$ cat src/rtl/vram_dma_pkg.sv
// Shared encodings, default sizing and a small address helper for the VRAM DMA block.
package vram_dma_pkg;

   localparam int AW_DEFAULT        = 14;
   localparam int DW_DEFAULT        = 8;
   localparam int VRAM_SIZE_DEFAULT = 16000;

   localparam logic OP_COPY = 1'b0;
   localparam logic OP_FILL = 1'b1;

   typedef enum logic [1:0] {
      IDLE     = 2'd0,
      COPY_RUN = 2'd1,
      FILL_RUN = 2'd2,
      FINISH   = 2'd3
   } dma_state_e;

   // Next VRAM address with wrap from size-1 back to 0.
   function automatic int unsigned wrap_inc(input int unsigned addr, input int unsigned size);
      return (addr == size - 1) ? 0 : addr + 1;
   endfunction

endpackage

$ cat src/rtl/vram_port_arb.sv
// Registered host-vs-DMA mux for the VRAM write port. Host writes always win;
// the DMA side sees 'stall' in the same cycle and must keep its request pending.
module vram_port_arb
   import vram_dma_pkg::*;
#(
   parameter int AW = AW_DEFAULT,
   parameter int DW = DW_DEFAULT
) (
   input  logic          clk,
   input  logic          reset,
   input  logic          host_wr,
   input  logic [AW-1:0] host_addr,
   input  logic [DW-1:0] host_data,
   input  logic          dma_req,
   input  logic [AW-1:0] dma_addr,
   input  logic [DW-1:0] dma_data,
   output logic          stall,
   output logic          vram_wr,
   output logic [AW-1:0] vram_addr,
   output logic [DW-1:0] vram_data
);

   logic          wr_q;
   logic [AW-1:0] addr_q;
   logic [DW-1:0] data_q;

   // A DMA request is refused in any cycle the host is writing.
   assign stall = host_wr;

   // Register the winning write; address/data hold their last value when idle.
   always_ff @(posedge clk) begin
      if (reset) begin
         wr_q   <= 1'b0;
         addr_q <= '0;
         data_q <= '0;
      end else begin
         wr_q <= host_wr | dma_req;
         if (host_wr) begin
            addr_q <= host_addr;
            data_q <= host_data;
         end else if (dma_req) begin
            addr_q <= dma_addr;
            data_q <= dma_data;
         end
      end
   end

   assign vram_wr   = wr_q;
   assign vram_addr = addr_q;
   assign vram_data = data_q;

endmodule

$ cat src/rtl/vram_dma.sv
// DMA sequencer for the VRAM write port: COPY from the 1-cycle-latency image ROM
// or FILL with a constant byte, sharing the port with host writes.
//
// Handshake: 'start' is a one-cycle request that is accepted only while busy=0;
// there is no back-pressure signal, a request seen while busy=1 is dropped.
// Completion is signalled by a one-cycle 'done' pulse coincident with busy falling.
module vram_dma
   import vram_dma_pkg::*;
#(
   parameter int AW        = AW_DEFAULT,
   parameter int DW        = DW_DEFAULT,
   parameter int VRAM_SIZE = VRAM_SIZE_DEFAULT
) (
   input  logic          clk,
   input  logic          reset,
   input  logic          start,
   input  logic          op,
   input  logic [AW-1:0] src_addr,
   input  logic [AW-1:0] dst_addr,
   input  logic [AW-1:0] length,
   input  logic [DW-1:0] fill_data,
   output logic          busy,
   output logic          done,
   output logic [AW-1:0] rom_addr,
   input  logic [DW-1:0] rom_data,
   input  logic          host_wr,
   input  logic [AW-1:0] host_addr,
   input  logic [DW-1:0] host_data,
   output logic          vram_wr,
   output logic [AW-1:0] vram_addr,
   output logic [DW-1:0] vram_data,
   output logic [1:0]    dbg_state
);

   localparam logic [AW-1:0] ONE = AW'(1);

   dma_state_e    state_q;
   logic          busy_q;
   logic          done_q;
   logic [AW-1:0] rom_addr_q;   // issue stage: address presented to the ROM
   logic [AW-1:0] rom_prev_q;   // address the ROM sampled at the last edge
   logic          prev_vld_q;   // rom_prev_q was a real fetch of this operation
   logic [AW-1:0] next_byte_q;  // ROM address of the next byte not yet held or written
   logic [AW-1:0] dst_q;
   logic [AW-1:0] rem_q;        // bytes still to be written to VRAM
   logic [DW-1:0] fill_q;
   logic [DW-1:0] hold_q;
   logic          hold_vld_q;

   logic          stall;
   logic          rd_ok;
   logic          dma_req;
   logic          dma_fire;
   logic [DW-1:0] dma_data;
   logic [AW-1:0] dst_d;

   // rom_data is usable only when it is the byte the write stage is waiting for;
   // a frozen rom_addr makes the ROM return the same byte twice, and the repeat
   // is what refills the pipeline after the hold register drains.
   assign rd_ok = prev_vld_q && (rom_prev_q == next_byte_q);

   // Select the DMA write candidate for this cycle: held byte first, then ROM, or fill byte.
   always_comb begin
      dma_req  = 1'b0;
      dma_data = fill_q;
      case (state_q)
         COPY_RUN: begin
            if (hold_vld_q) begin
               dma_req  = 1'b1;
               dma_data = hold_q;
            end else if (rd_ok) begin
               dma_req  = 1'b1;
               dma_data = rom_data;
            end
         end
         FILL_RUN: begin
            dma_req  = 1'b1;
            dma_data = fill_q;
         end
         default: begin
            dma_req  = 1'b0;
            dma_data = fill_q;
         end
      endcase
   end

   assign dma_fire = dma_req && !stall;
   assign dst_d    = AW'(wrap_inc(32'(dst_q), VRAM_SIZE));

   // Operation FSM with its counters, ROM issue stage and one-entry hold register.
   always_ff @(posedge clk) begin
      if (reset) begin
         state_q     <= IDLE;
         busy_q      <= 1'b0;
         done_q      <= 1'b0;
         rom_addr_q  <= '0;
         rom_prev_q  <= '0;
         prev_vld_q  <= 1'b0;
         next_byte_q <= '0;
         dst_q       <= '0;
         rem_q       <= '0;
         fill_q      <= '0;
         hold_q      <= '0;
         hold_vld_q  <= 1'b0;
      end else begin
         done_q     <= 1'b0;
         rom_prev_q <= rom_addr_q;
         prev_vld_q <= (state_q == COPY_RUN);

         case (state_q)
            IDLE: begin
               if (start) begin
                  busy_q      <= 1'b1;
                  rom_addr_q  <= src_addr;
                  next_byte_q <= src_addr;
                  dst_q       <= dst_addr;
                  rem_q       <= length;
                  fill_q      <= fill_data;
                  hold_vld_q  <= 1'b0;
                  if (length == '0)
                     state_q <= FINISH;
                  else if (op == OP_FILL)
                     state_q <= FILL_RUN;
                  else
                     state_q <= COPY_RUN;
               end
            end

            COPY_RUN: begin
               if (stall) begin
                  // Freeze the issue stage; park a fresh byte if there is room.
                  if (!hold_vld_q && rd_ok) begin
                     hold_q      <= rom_data;
                     hold_vld_q  <= 1'b1;
                     next_byte_q <= next_byte_q + ONE;
                  end
               end else begin
                  rom_addr_q <= rom_addr_q + ONE;
                  if (hold_vld_q)
                     hold_vld_q <= 1'b0;
                  else if (rd_ok)
                     next_byte_q <= next_byte_q + ONE;
               end
            end

            FILL_RUN: begin
               // Nothing beyond the shared write bookkeeping below.
            end

            FINISH: begin
               busy_q  <= 1'b0;
               done_q  <= 1'b1;
               state_q <= IDLE;
            end

            default: state_q <= IDLE;
         endcase

         if (dma_fire) begin
            dst_q <= dst_d;
            rem_q <= rem_q - ONE;
            if (rem_q == ONE)
               state_q <= FINISH;
         end
      end
   end

   vram_port_arb #(
      .AW(AW),
      .DW(DW)
   ) u_arb (
      .clk       (clk),
      .reset     (reset),
      .host_wr   (host_wr),
      .host_addr (host_addr),
      .host_data (host_data),
      .dma_req   (dma_req),
      .dma_addr  (dst_q),
      .dma_data  (dma_data),
      .stall     (stall),
      .vram_wr   (vram_wr),
      .vram_addr (vram_addr),
      .vram_data (vram_data)
   );

   assign busy      = busy_q;
   assign done      = done_q;
   assign rom_addr  = rom_addr_q;
   assign dbg_state = state_q;

endmodule

$ cat config.mk
export PLATFORM = sky130hd
export DESIGN_NAME = vram_dma
export DESIGN_NICKNAME = d
export VERILOG_FILES = /design/src/rtl/vram_dma_pkg.sv /design/src/rtl/vram_port_arb.sv /design/src/rtl/vram_dma.sv
export SDC_FILE = /design/constraint.sdc
export NUM_CORES = 1
export LEC_CHECK = 0
export ABC_CLOCK_PERIOD_IN_PS = 2360
export CORE_ASPECT_RATIO = 1.4
export CORE_MARGIN = 10
export CORE_UTILIZATION = 40
export CTS_CLUSTER_SIZE = 40
export DETAILED_ROUTE_END_ITERATION = 6
export PLACE_DENSITY = 0.69
export SLEW_MARGIN = 0
export SYNTH_ARGS = -nofsm -noshare
export SYNTH_HDL_FRONTEND = slang
export SYNTH_HIERARCHICAL = 1
export SYNTH_SLANG_ARGS = --single-unit
$ cat constraint.sdc
create_clock -name clk -period 2.36 [get_ports clk]
set_input_delay 0.472 -clock clk [delete_from_list [all_inputs] [get_ports clk]]
set_output_delay 0.472 -clock clk [all_outputs]
set_load 0.005 [all_outputs]
==> Word level (Yosys, flattened, before mapping) <==
Cells that the tools add are included.
{ "word_totals": {"rom_bits": 0, "memories": 0, "ram_bits": 0, "word_cells": 88, "output_inout_bits": 41, "register_bits": 115, "latch_bits": 0, "in_bits": 85} }
{ "classes": {"addsub": 4, "bitwise": 1, "n_reduce_logical": 19, "n_shift": 0, "n_div": 0, "n_lt_le_gt_ge": 0, "mux": 38, "multipliers": 0, "eq_ne": 11} }
{ "op_table": {"columns": ["operator", "n"], "rows": [
  ["14-bit 2-to-1 mux", 15],
  ["14-bit case mux with 2 select lines", 2],
  ["14-bit by 1-bit adder with 14-bit output (second input constant)", 3],
  ["8-bit 2-to-1 mux", 5],
  ["14-bit by 1-bit equality test with 1-bit output (second input constant)", 1],
  ["14-bit equality test", 1],
  ["14-bit equality test (second input constant)", 1],
  ["14-bit zero test", 1],
  ["14-bit by 1-bit subtractor with 14-bit output (second input constant)", 1],
  ["2-bit 2-to-1 mux", 5],
  ["2-bit nonzero test", 5],
  ["3-bit AND reduction", 3],
  ["1-bit 2-to-1 mux", 7],
  ["3-bit != test (second input constant)", 2],
  ["1-bit case mux with 2 select lines", 3],
  ["2-bit AND reduction", 3],
  ["5-bit AND reduction", 1],
  ["2-bit equality test (second input constant)", 2],
  ["2-bit != test (second input constant)", 2],
  ["2-bit case mux with 2 select lines", 1],
  ["1-bit logical AND", 3],
  ["3-bit by 2-bit != test with 1-bit output (second input constant)", 1],
  ["2-bit by 1-bit equality test with 1-bit output (second input constant)", 1],
  ["1-bit zero test", 2],
  ["other kinds (2)", 2]
]} }

==> Depth between registers and ports, before layout <==
Gate-level depths: netlist of the first run.
{ "depth": {"ltp_word": 8, "mapped_depth": 11, "mapped_depth_nobuf": 8} }

==> Modules after synthesis <==
The synthesis of the first run kept the hierarchy.
{ "by_module_without_submodules": {"columns": ["mod", "cells_per_inst", "n_inst", "seq_area_each_um2", "area_per_inst_um2"], "rows": [
  ["vram_dma", 643, 1, 1841.8, 4991.0],
  ["vram_port_arb", 102, 1, 460.4, 1077.3]
]} }

==> Worst setup path before layout of the first run <==
Ideal clock, no wire load.
{ "synth_timing": {"path_type": "register to register", "from": "register state_q[0] (netlist: dbg_state[0])", "to": "register u_arb.data_q[6] (netlist: u_arb/vram_data[6])", "period_less_slack_ns": 2.393, "required_time_ns": 2.222, "stages_incl_launch_ff": 11, "setup_time_ns": 0.138, "path_buffers": 5, "slack_ns": -0.033, "arrival_time_ns": 2.256, "cell_sequence": "dfxtp_1 ha_1 buf_2 clkbuf_1 clkbuf_1 o21ai_1 a21boi_0 buf_6 buf_12 mux2i_1 a211oi_1"} }
{ "synth_via": {"elab_cells_between_ends": 7, "cone_classes": "2 x eq/ne; 4 x mux; 1 x reduce/logical"} }
{ "synth_rtl": {"columns": ["item", "line_no", "text"], "rows": [
  ["start: declaration", "vram_dma.sv:37", "dma_state_e state_q;"],
  ["start signal: assignment", "vram_dma.sv:93", "state_q <= IDLE;"],
  ["start signal: assignment", "vram_dma.sv:121", "state_q <= FINISH;"],
  ["start signal: assignment", "vram_dma.sv:123", "state_q <= FILL_RUN;"],
  ["2-bit equality test or 2-bit by 1-bit equality test with 1-bit output (tied branches)", "vram_dma.sv:66", "case (state_q)"],
  ["1-bit case mux with 2 select lines (*)", "vram_dma.sv:66", null],
  ["via dma_req", "vram_dma.sv:52", "logic dma_req;"],
  ["2-bit nonzero test (no line) (*)", null, null],
  ["end signal: assignment", "vram_port_arb.sv:40", "data_q <= host_data;"],
  ["end signal: assignment", "vram_port_arb.sv:43", "data_q <= dma_data;"],
  ["end: declaration", "vram_port_arb.sv:25", "logic [DW-1:0] data_q;"]
]} }
The timed path passes the listed nets; every way through them passes the cells marked *. The select of a mux whose other input is x is not followed.
A chain may end at the register's enable or synchronous reset.

==> Worst setup path in the final report of the first run <==
{ "layout_timing": {"from": "register next_byte_q[8]", "to": "register next_byte_q[11]"} }
{ "layout_via": {"elab_chain_cells": 5, "elab_cells_between_ends": 12, "cone_classes": "1 x add/sub; 3 x eq/ne; 5 x mux; 3 x reduce/logical"} }
{ "layout_lines": {"columns": ["item", "line_no", "text"], "rows": [
  ["start: declaration", "vram_dma.sv:43", "logic [AW-1:0] next_byte_q;"],
  ["start signal: assignment", "vram_dma.sv:115", "next_byte_q <= src_addr;"],
  ["start signal: assignment", "vram_dma.sv:135", "next_byte_q <= next_byte_q + ONE;"],
  ["start signal: assignment", "vram_dma.sv:142", "next_byte_q <= next_byte_q + ONE;"],
  ["14-bit by 1-bit adder with 14-bit output or 14-bit equality test (tied branches)", "vram_dma.sv:135, vram_dma.sv:142, vram_dma.sv:60", null],
  ["14-bit 2-to-1 mux or 1-bit logical AND (tied branches)", "vram_dma.sv:141, vram_dma.sv:60", null],
  ["14-bit 2-to-1 mux or 1-bit logical AND (tied branches)", "vram_dma.sv:139, vram_dma.sv:132", null],
  ["14-bit 2-to-1 mux or 3-bit by 2-bit != test with 1-bit output (tied branches)", null, null],
  ["14-bit case mux with 2 select lines or 5-bit AND reduction (tied branches)", null, null]
]} }
Several ways; a longest one is shown, not always the timed one. The select of a mux whose other input is x is not followed.

==> results of run 1 <==
## routing by layer
metal  up-vias  routed length (um)  track usage [%]
met5         -                   0                0
met4         0                 602             8.53
met3        39                 975             4.08
met2       181                9930             32.1
met1      2888                7820             20.6
li1       3062                   -                -
## worst paths after layout
kind | slack (ps) | depth (start not counted) | from | end
worst max-delay path | 90 | 8 | next_byte_q[8] | next_byte_q[11]
worst min-delay path | 460 | 2 | fill_q[5] | fill_q[5]
worst max register to register | 90 | 8 | next_byte_q[8] | next_byte_q[11]
worst min register to register | 460 | 2 | fill_q[5] | fill_q[5]
## placed cells by master, fill, tap and decap left out, types with 8 or more instances in the layout
cell type	n
dfxtp_1	112
xnor2_2	8
mux2i_1	30
nand4_1	12
o21ai_0	31
nor3_1	16
o211ai_1	10
o21ai_1	8
a31oi_1	14
or3_1	9
nand2_1	97
nor2b_1	48
nor4_1	13
a21oi_1	48
nor2_1	45
buf_12	8
clkdlybuf4s50_1	124
and3_1	9
a22oi_1	9
clkbuf_16	17
a211oi_1	32
buf_4	64
a311oi_1	9
inv_1	21
xnor2_1	8
nand3_1	27
ha_1	8
## critical path: stages, from the launching register on
cell and delay (ps):
dfxtp_1 330, xnor2_2 190, nand4_1 160, buf_4 180
nor4_4 320, buf_4 180, nand3_1 240, o311ai_0 410
o21ai_0 140
## power by group through the flow
stage	sequential [W]	clock [W]	combinational, W
2_1_floorplan	0.00229	0	0.000660
3_3_place_gp	0.00230	0	0.00130
3_5_place_dp	0.00231	0	0.00132
4_1_cts	0.00227	0.00291	0.00133
5_1_grt	0.00230	0.00299	0.00151
6_report	0.00228	0.00287	0.00138
## state kept, by name, summed over array words and instances, names as in the netlist
| register | flops |
|---|---|
| u_arb/vram_data | 8 |
| busy | 1 |
| hold_q | 8 |
| rem_q | 14 |
| rom_addr | 14 |
| next_byte_q | 14 |
| rom_prev_q | 14 |
| u_arb/vram_addr | 14 |
| dbg_state | 2 |
| fill_q | 8 |
| done | 1 |
| dst_q | 14 |
| prev_vld_q | 1 |
| u_arb/vram_wr | 1 |
| hold_vld_q | 1 |
## cells by family (layout without fill, tap and decap cells)
| logic type | after synthesis | in the layout | share of synthesized area (%) |
|---|---|---|---|
| flip-flops | 115 | 115 | 37.9 |
| other | 0 | 1 | 0 |
| XOR/XNOR | 18 | 18 | 2.72 |
| AND/OR/NAND/NOR | 306 | 306 | 25.8 |
| adder cells (fa/ha/maj) | 9 | 9 | 1.86 |
| buffers and inverters | 67 | 250 | 5.22 |
| AO/OA/AOI/OAI | 197 | 197 | 21.0 |
| multiplexers | 33 | 33 | 5.48 |
## through the flow
stage | cells | setup TNS (ps) | util [%] | power, W | hold slack, ps
floorplan | 745 | 0 | - | 0.00295 | 436
global placement | 1086 | -2600 | 53.1 | 0.00361 | 446
detailed placement | 1086 | -3310 | 53.1 | 0.00362 | 447
CTS | 1118 | 0 | 57.6 | 0.00651 | 447
global route | 1121 | 0 | 58.3 | 0.00680 | 475
finish | 1121 | 0 | 58.3 | 0.00653 | 455
## repair_timing
action,CTS,global route
hold endpoints to repair,0,0
gates cloned,0,0
resized for setup,6,22
buffers inserted,0,2
pin swaps,0,6
endpoints found under the setup margin,7,58
## cell type report
cell class / instances / area [sq um] / share of cell area [%]
Multi-Input combinational cell: 563 / 3560 / 40.8
Sequential cell: 115 / 2310 / 26.4
Timing Repair Buffer: 196 / 1880 / 21.5
Clock buffer: 24 / 492 / 5.63
Tap cell: 192 / 240 / 2.75
Clock inverter: 8 / 171 / 1.96
Inverter: 22 / 82.6 / 0.945
Antenna cell: 1 / 2.50 / 0.0286
==> results by stage, run 1 <==
Status:
- The run finished with clean final reports.

Yosys:
- The total number of yosys warnings is 6.
- Summing every instance area after synthesis gives 0.00607 sq mm.
- The synthesized design contains 0 enable-type register cells.
- By count the netlist is led by 115 x dfxtp_1, 97 x nand2_1, 49 x a21oi_1, 48 x nor2b_1, 46 x nor2_1.
- Synthesis produced a netlist whose cell count is 745.
- The average instance area after synthesis is 8.15 sq um.
- The share of flip-flops with an asynchronous set or reset after synthesis is 0%.
- Sorting the synthesized cells by area gives the leading types as dfxtp_1 38%, nand2_1 6.0%, mux2i_1 5.1%, nor2b_1 4.9%, a211oi_1 4.1%.
- The number of nets in the synthesized netlist is 839.
- The synthesized design devotes to its leading area cell type 37.9% of total area.
- For this run, the register share of the synthesized area comes to 37.9%.
- For this run, the leading register cell type out of synthesis is dfxtp_1.
- After synthesis the netlist holds a flip-flop and latch count of 115.
- The unique cell type count in the Yosys netlist is 63.
- The largest total area in the synthesized netlist belongs to dfxtp_1.
- Among all cell types in the netlist, the one instantiated most often is dfxtp_1.

Floorplan:
- The floorplan step set the die height to 166 um.
- The number of placement rows is 53.
- The initial core utilization is 40.5%.
- The number of I/O pins is 126.
- The x dimension of the die is 124 um.
- The floorplan step defined a die boundary enclosing 0.0206 sq mm.
- After floorplanning, the core was sized to cover 0.0150 sq mm.

Worst setup path:
- The element type at the critical path end is a register.
- STA puts the critical path data required time at 2640 ps.
- Data arrives at the worst endpoint at 2550 ps.
- Along the worst path, the maximum fanout reaches 5.
- STA classifies the critical path startpoint as a register.
- The critical path in this run is classified as reg -> reg.

Power:
- In this run the static leakage power is 3.14 nW.
- The maximum resistive drop on vdd is 0.382 mV.
- The analysis attributes to net switching a power of 0.00171 W.
- The portion of total power attributed to sequential cells is 34.9%.
- The cell internal power dissipation is 0.00482 W.
- The relative contribution of the clock network to total power is 44.0%.
- The combinational share of power is 21.1%.
- The ratio of total power to cell area is 747 mW/mm^2.
- Net switching is 26.2% of the power.

Finish:
- The total number of nets in the final design is 1009.
- The area growth from synthesis to final layout is 44.0%.
- The fill cell total of the finished layout is 1377.
- The final non-filler cell area is 0.00874 sq mm.
- Cells with a size suffix above 1 make up 14.4% of the layout.

Detailed routing:
- The first detailed-routing pass took 5 iterations.
- After the first detailed-routing iteration, the DRC count stood at 391.
- The total wire length after detailed routing is 19.3 mm.
- For this run, design rule violations remaining after detail routing come to 0.
- The routed layout has 6170 vias.
- After detailed routing, the average wire length per cell comes to 17.2 um.
- Using the TritonRoute via totals, the vias-per-cell ratio works out to 5.50.
- Once detail routing completed, the nets flagged for antenna violations numbered 0.

Min path:
- The worst hold-check path type is reg -> reg.

Global route:
- The first global-routing pass estimated 31.1 mm of wire.
- The number of global-route vias before repair is 6140.
- The initial antenna violation count is 1.
- Entering global routing, the biggest net connects 34 pins.
- The final global-route overflow total is 0.
- Global routing used 18.5% of the available tracks.

Clock tree:
- The clock tree buffer depth is 2.
- The clock tree from TritonCTS is built.
- The clock net in this run drives a total of 115 sinks.
- The number of hold buffers added after cts is 0.
- After clock tree synthesis, the clock-pin slew on the worst setup and hold paths is 60 ps.
- Counting the buffers created by CTS gives 17.
- The clock tree root driver cell is clkbuf_16.
- The clock network latency to the later pin of the worst-skew pair is 410 ps.
- The H-tree generated during clock tree synthesis spans 4 levels.

Timing:
- The final critical path takes up 96.4% of the cycle.
- Setup repair after global routing left no endpoint under its margin.
- The final critical-path setup slack is 85.8 ps.
- Headroom to the max-slew limit came out at 48.8%.
- At the pin with the least slew margin, the transition time is 767 ps.
- The clock skew after layout is 10.6 ps.
- The time the worst path needs with I/O delays and setup is 2270 ps.
- The maximum clock frequency is 440 MHz.
- The final setup violation count is 0.
- The final count of pins violating max slew is 0.
- The number of hold-slack violations in the final timing report is 0.

Place:
- The post-detailed-placement half-perimeter wirelength is 14.1 mm.
- The placed instances occupy a cell area of 0.00795 sq mm.
- Input and output buffers added on the ports amount to 125.
- The placer's final routability congestion estimate is 0.891.
- Prior to clock tree synthesis, the placed netlist has a worst setup slack of -217 ps.

Run:
- The number of max-cap violations is 0.
Power figures use the tool's default switching activity.
==> run 2, diff against run 1 <==
- CORE_MARGIN: 10 -> 8
==> run 2 against run 1 <==
Against the previous run: worst hold slack worse by 130 ps; routed wire length fell by 0.20%; largest power group unchanged; flip-flop and latch count unchanged; largest cell class unchanged; power is 5.3% lower; critical endpoint is now u_arb/vram_addr[11].
==> results by stage, run 2 (same netlist as run 1, synthesis figures left out) <==
Status:
- The flow ran to the end, and the final reports show no timing, DRC or antenna violations.

Timing:
- Hold is met by 327 ps.
- The time the worst path needs with I/O delays and setup is 2290 ps.
- After layout, the worst setup slack is 66.0 ps.
- In the finished design, the share of the clock period the worst path needs comes to 97.2%.
- The final count of pins violating max slew is 0.
- The number of hold-slack violations in the final timing report is 0.
- Measured against its own limit, the worst slew margin works out to 45.5%.
- The maximum clock frequency is 436 MHz.
- The clock skew after layout is 7.95 ps.
- At the pin with the least slew margin, the transition time is 817 ps.
- Setup violations remaining at the end of the flow were counted as 0.

Finish:
- For this run, the post-layout net count is 1014.
- The area growth from synthesis to layout is 42.9%.
- The share of cells above drive strength 1 is 14.3%.
- Leaving out fill and tap cells, the most frequent cell in the layout is clkdlybuf4s50_1.
- The number of antenna diodes in the final layout is 0.
- Leaving out fill and tap cells, the most frequent cells in the layout are 124 x clkdlybuf4s50_1, 112 x dfxtp_1, 97 x nand2_1.

Clock tree:
- CTS saw 115 sinks.
- The cell sitting at the root of the clock tree is a clkbuf_16.
- The H-tree generated during clock tree synthesis spans 4 levels.
- The TritonCTS buffer count is 17.
- The clock network latency to the later pin of the worst-skew pair is 410 ps.
- After clock tree synthesis, the clock-pin slew on the worst setup and hold paths is 60 ps.
- The clock tree from TritonCTS is built.
- The clock tree buffer depth is 2.
- For this design, the CTS-stage hold fixing added 0 buffers.

Worst setup path:
- STA classifies the critical path endpoint as a register.
- The launching element type of the critical path is a register.
- The stage delay of the slowest cell on the critical path is 350 ps.
- For the worst setup path, the data required time is 2610 ps.
- The startpoint identified for the worst register-to-register timing path is next_byte_q[6].
- The data arrival time of the worst path is 2550 ps.
- For flop-to-flop paths, the worst setup slack is 70 ps.
- The worst setup path is of the reg -> reg kind.
- The buffering stage count on the worst path with inverters included is 2.
- The slowest stage cell on the critical path is dfxtp_1.
- In this run the critical register-to-register path is captured at u_arb/vram_addr[11].
- Walking the worst path, the cells encountered are xnor2_2 > nand4_1 > buf_4 > nor4_4 > o21ai_2 > a21boi_4 > clkbuf_16 > mux2i_1 > a211oi_1.
- Grouping stages by cell kind, the critical path spends the most delay in simple AND/OR/NAND/NOR gates.
- The number of cells traversed by the worst register-to-register path is 9.
- In this run the worst path has a maximum fanout of 11.

Floorplan:
- The floorplan step defined a die boundary enclosing 0.0194 sq mm.
- After floorplanning, the core was sized to cover 0.0149 sq mm.
- The floorplan step set the die height to 162 um.
- Pin placement for this block handled 126 I/O pins.
- The x dimension of the die is 120 um.
- The initial utilization of the core area, before any placement, comes to 40.7%.
- After floorplanning, the core was divided into 53 placement rows.

Global route:
- Entering global routing, the biggest net connects 53 pins.
- The global-route wire length before repair is 30.7 mm.
- The combined global-route utilization of all metal layers is 19.5%.
- The number of global-route vias before repair is 6180.
- The initial antenna violation count is 0.
- For this run the aggregate overflow at the end of global routing stands at 0.

Detailed routing:
- The via count is 6227.
- The number of antenna-violating nets in the routed design is 0.
- The routed length per placed instance is 17.2 um.
- The DRC violation count after routing is 0.
- The detailed-route vias per instance is 5.54.
- The total wire length after detailed routing is 19.3 mm.
- The number of detailed-route iterations in the first pass is 4.
- The starting DRC count in detailed routing is 332.

Min path:
- Along the worst hold path, the cell count comes to 2.
- The hold path startpoint is reset.
- The min-delay analysis places its worst path in the category in -> reg.
- The worst hold path terminates at prev_vld_q.

Power:
- Of the total power, registers draw 36.8%.
- The static leakage power is 3.10 nW.
- The switching part of the total power is 27.7%.
- The total power is 0.00619 W.
- The switching power is 0.00172 W.
- The relative contribution of the clock network to total power is 41.1%.
- The worst-case IR drop observed on VDD is 0.403 mV.
- Dividing total power by cell area gives a power density of 713 mW/mm^2.
- The cell internal power dissipation is 0.00447 W.
- Per report_power, the combinational group accounts for 22.1% of the total.

Place:
- The post-detailed-placement half-perimeter wirelength is 13.9 mm.
- The pre-CTS setup slack is -212 ps.
- In this run the tool buffered the top-level ports with 125 buffer cells.
- Routability-driven placement finished with a final weighted congestion of 0.849.

Run:
- The tool flagged a number of max-cap violations equal to 0.
==> run 2: changes by cell type in the layout (fill, tap and decap cells not counted), moves of 2 or more <==
cell / previous run / this run
o311ai_1: 3 / 0
clkbuf_8: 4 / 0
bufinv_16: 5 / 3
clkinv_2: 1 / 3
o21ai_1: 8 / 5
clkinvlp_4: 1 / 3
o311ai_0: 3 / 6
o21ai_0: 31 / 34
buf_6: 0 / 3
==> run 2: worst max-delay path by stage <==
stage                   start             endpoint  slack, ps  cells after the start
2_1_floorplan    dbg_state[0]            rem_q[12]         20                      8
3_3_place_gp          host_wr             dst_q[6]       -210                      8
3_5_place_dp          host_wr             dst_q[5]       -210                      9
4_1_cts        next_byte_q[0]   u_arb/vram_data[5]          9                      9
5_1_grt        next_byte_q[6]   u_arb/vram_data[6]        -20                      9
6_report       next_byte_q[6]  u_arb/vram_addr[11]         70                      9
==> run 2: repair_timing <==
item	CTS	global route
gates cloned	0	2
setup buffers	0	4
endpoints found under the setup margin	22	31
gates resized for setup	4	18
pin swaps	0	8
==> run 2: power by group through the flow <==
| stage | registers, W | clock network (W) | logic (W) |
|---|---|---|---|
| 2_1_floorplan | 0.00229 | 0 | 0.000660 |
| 5_1_grt | 0.00230 | 0.00266 | 0.00149 |
| 4_1_cts | 0.00227 | 0.00257 | 0.00134 |
| 3_3_place_gp | 0.00230 | 0 | 0.00131 |
| 6_report | 0.00228 | 0.00254 | 0.00137 |
| 3_5_place_dp | 0.00231 | 0 | 0.00132 |
==> run 2: worst register-to-register path: stages, from the launching register on <==
cell,delay [ps]
dfxtp_1,350
xnor2_2,220
nand4_1,150
buf_4,170
nor4_4,320
o21ai_2,120
a21boi_4,260
clkbuf_16,240
mux2i_1,210
a211oi_1,90
==> run 2: metal layers <==
| metal | up-vias | track usage (%) | wire length, um |
|---|---|---|---|
| li1 | 3070 | - | - |
| met3 | 40 | 4.20 | 838 |
| met5 | - | 0 | 0 |
| met2 | 178 | 34.9 | 9950 |
| met1 | 2939 | 21.4 | 7870 |
| met4 | 0 | 9.23 | 629 |
==> run 2: final cells by class <==
class / instances / area [sq um]
fillers: 1379 / 6250
multi-input cells: 563 / 3540
flip-flops and latches: 115 / 2310
repair buffers: 201 / 1930
clock buffers: 20 / 437
well taps: 192 / 240
clock inverters: 10 / 136
inverters: 22 / 82.6
==> run 2: stage by stage <==
step | instances | cell area, sq um | utilization [%] | TNS [ps]
after floorplan | 745 | 6070 | - | 0
after global placement | 1087 | 7950 | 53.3 | -3460
after detailed placement | 1087 | 7950 | 53.3 | -3820
after CTS | 1117 | 8540 | 57.2 | 0
after global routing | 1123 | 8670 | 58.1 | -36.1
final | 1123 | 8670 | 58.1 | 0
==> run 3, diff against run 2 <==
- TNS_END_PERCENT: unset -> 100
==> results of run 3 <==
Final layout, timing and power as in run 2 (identical DEF).
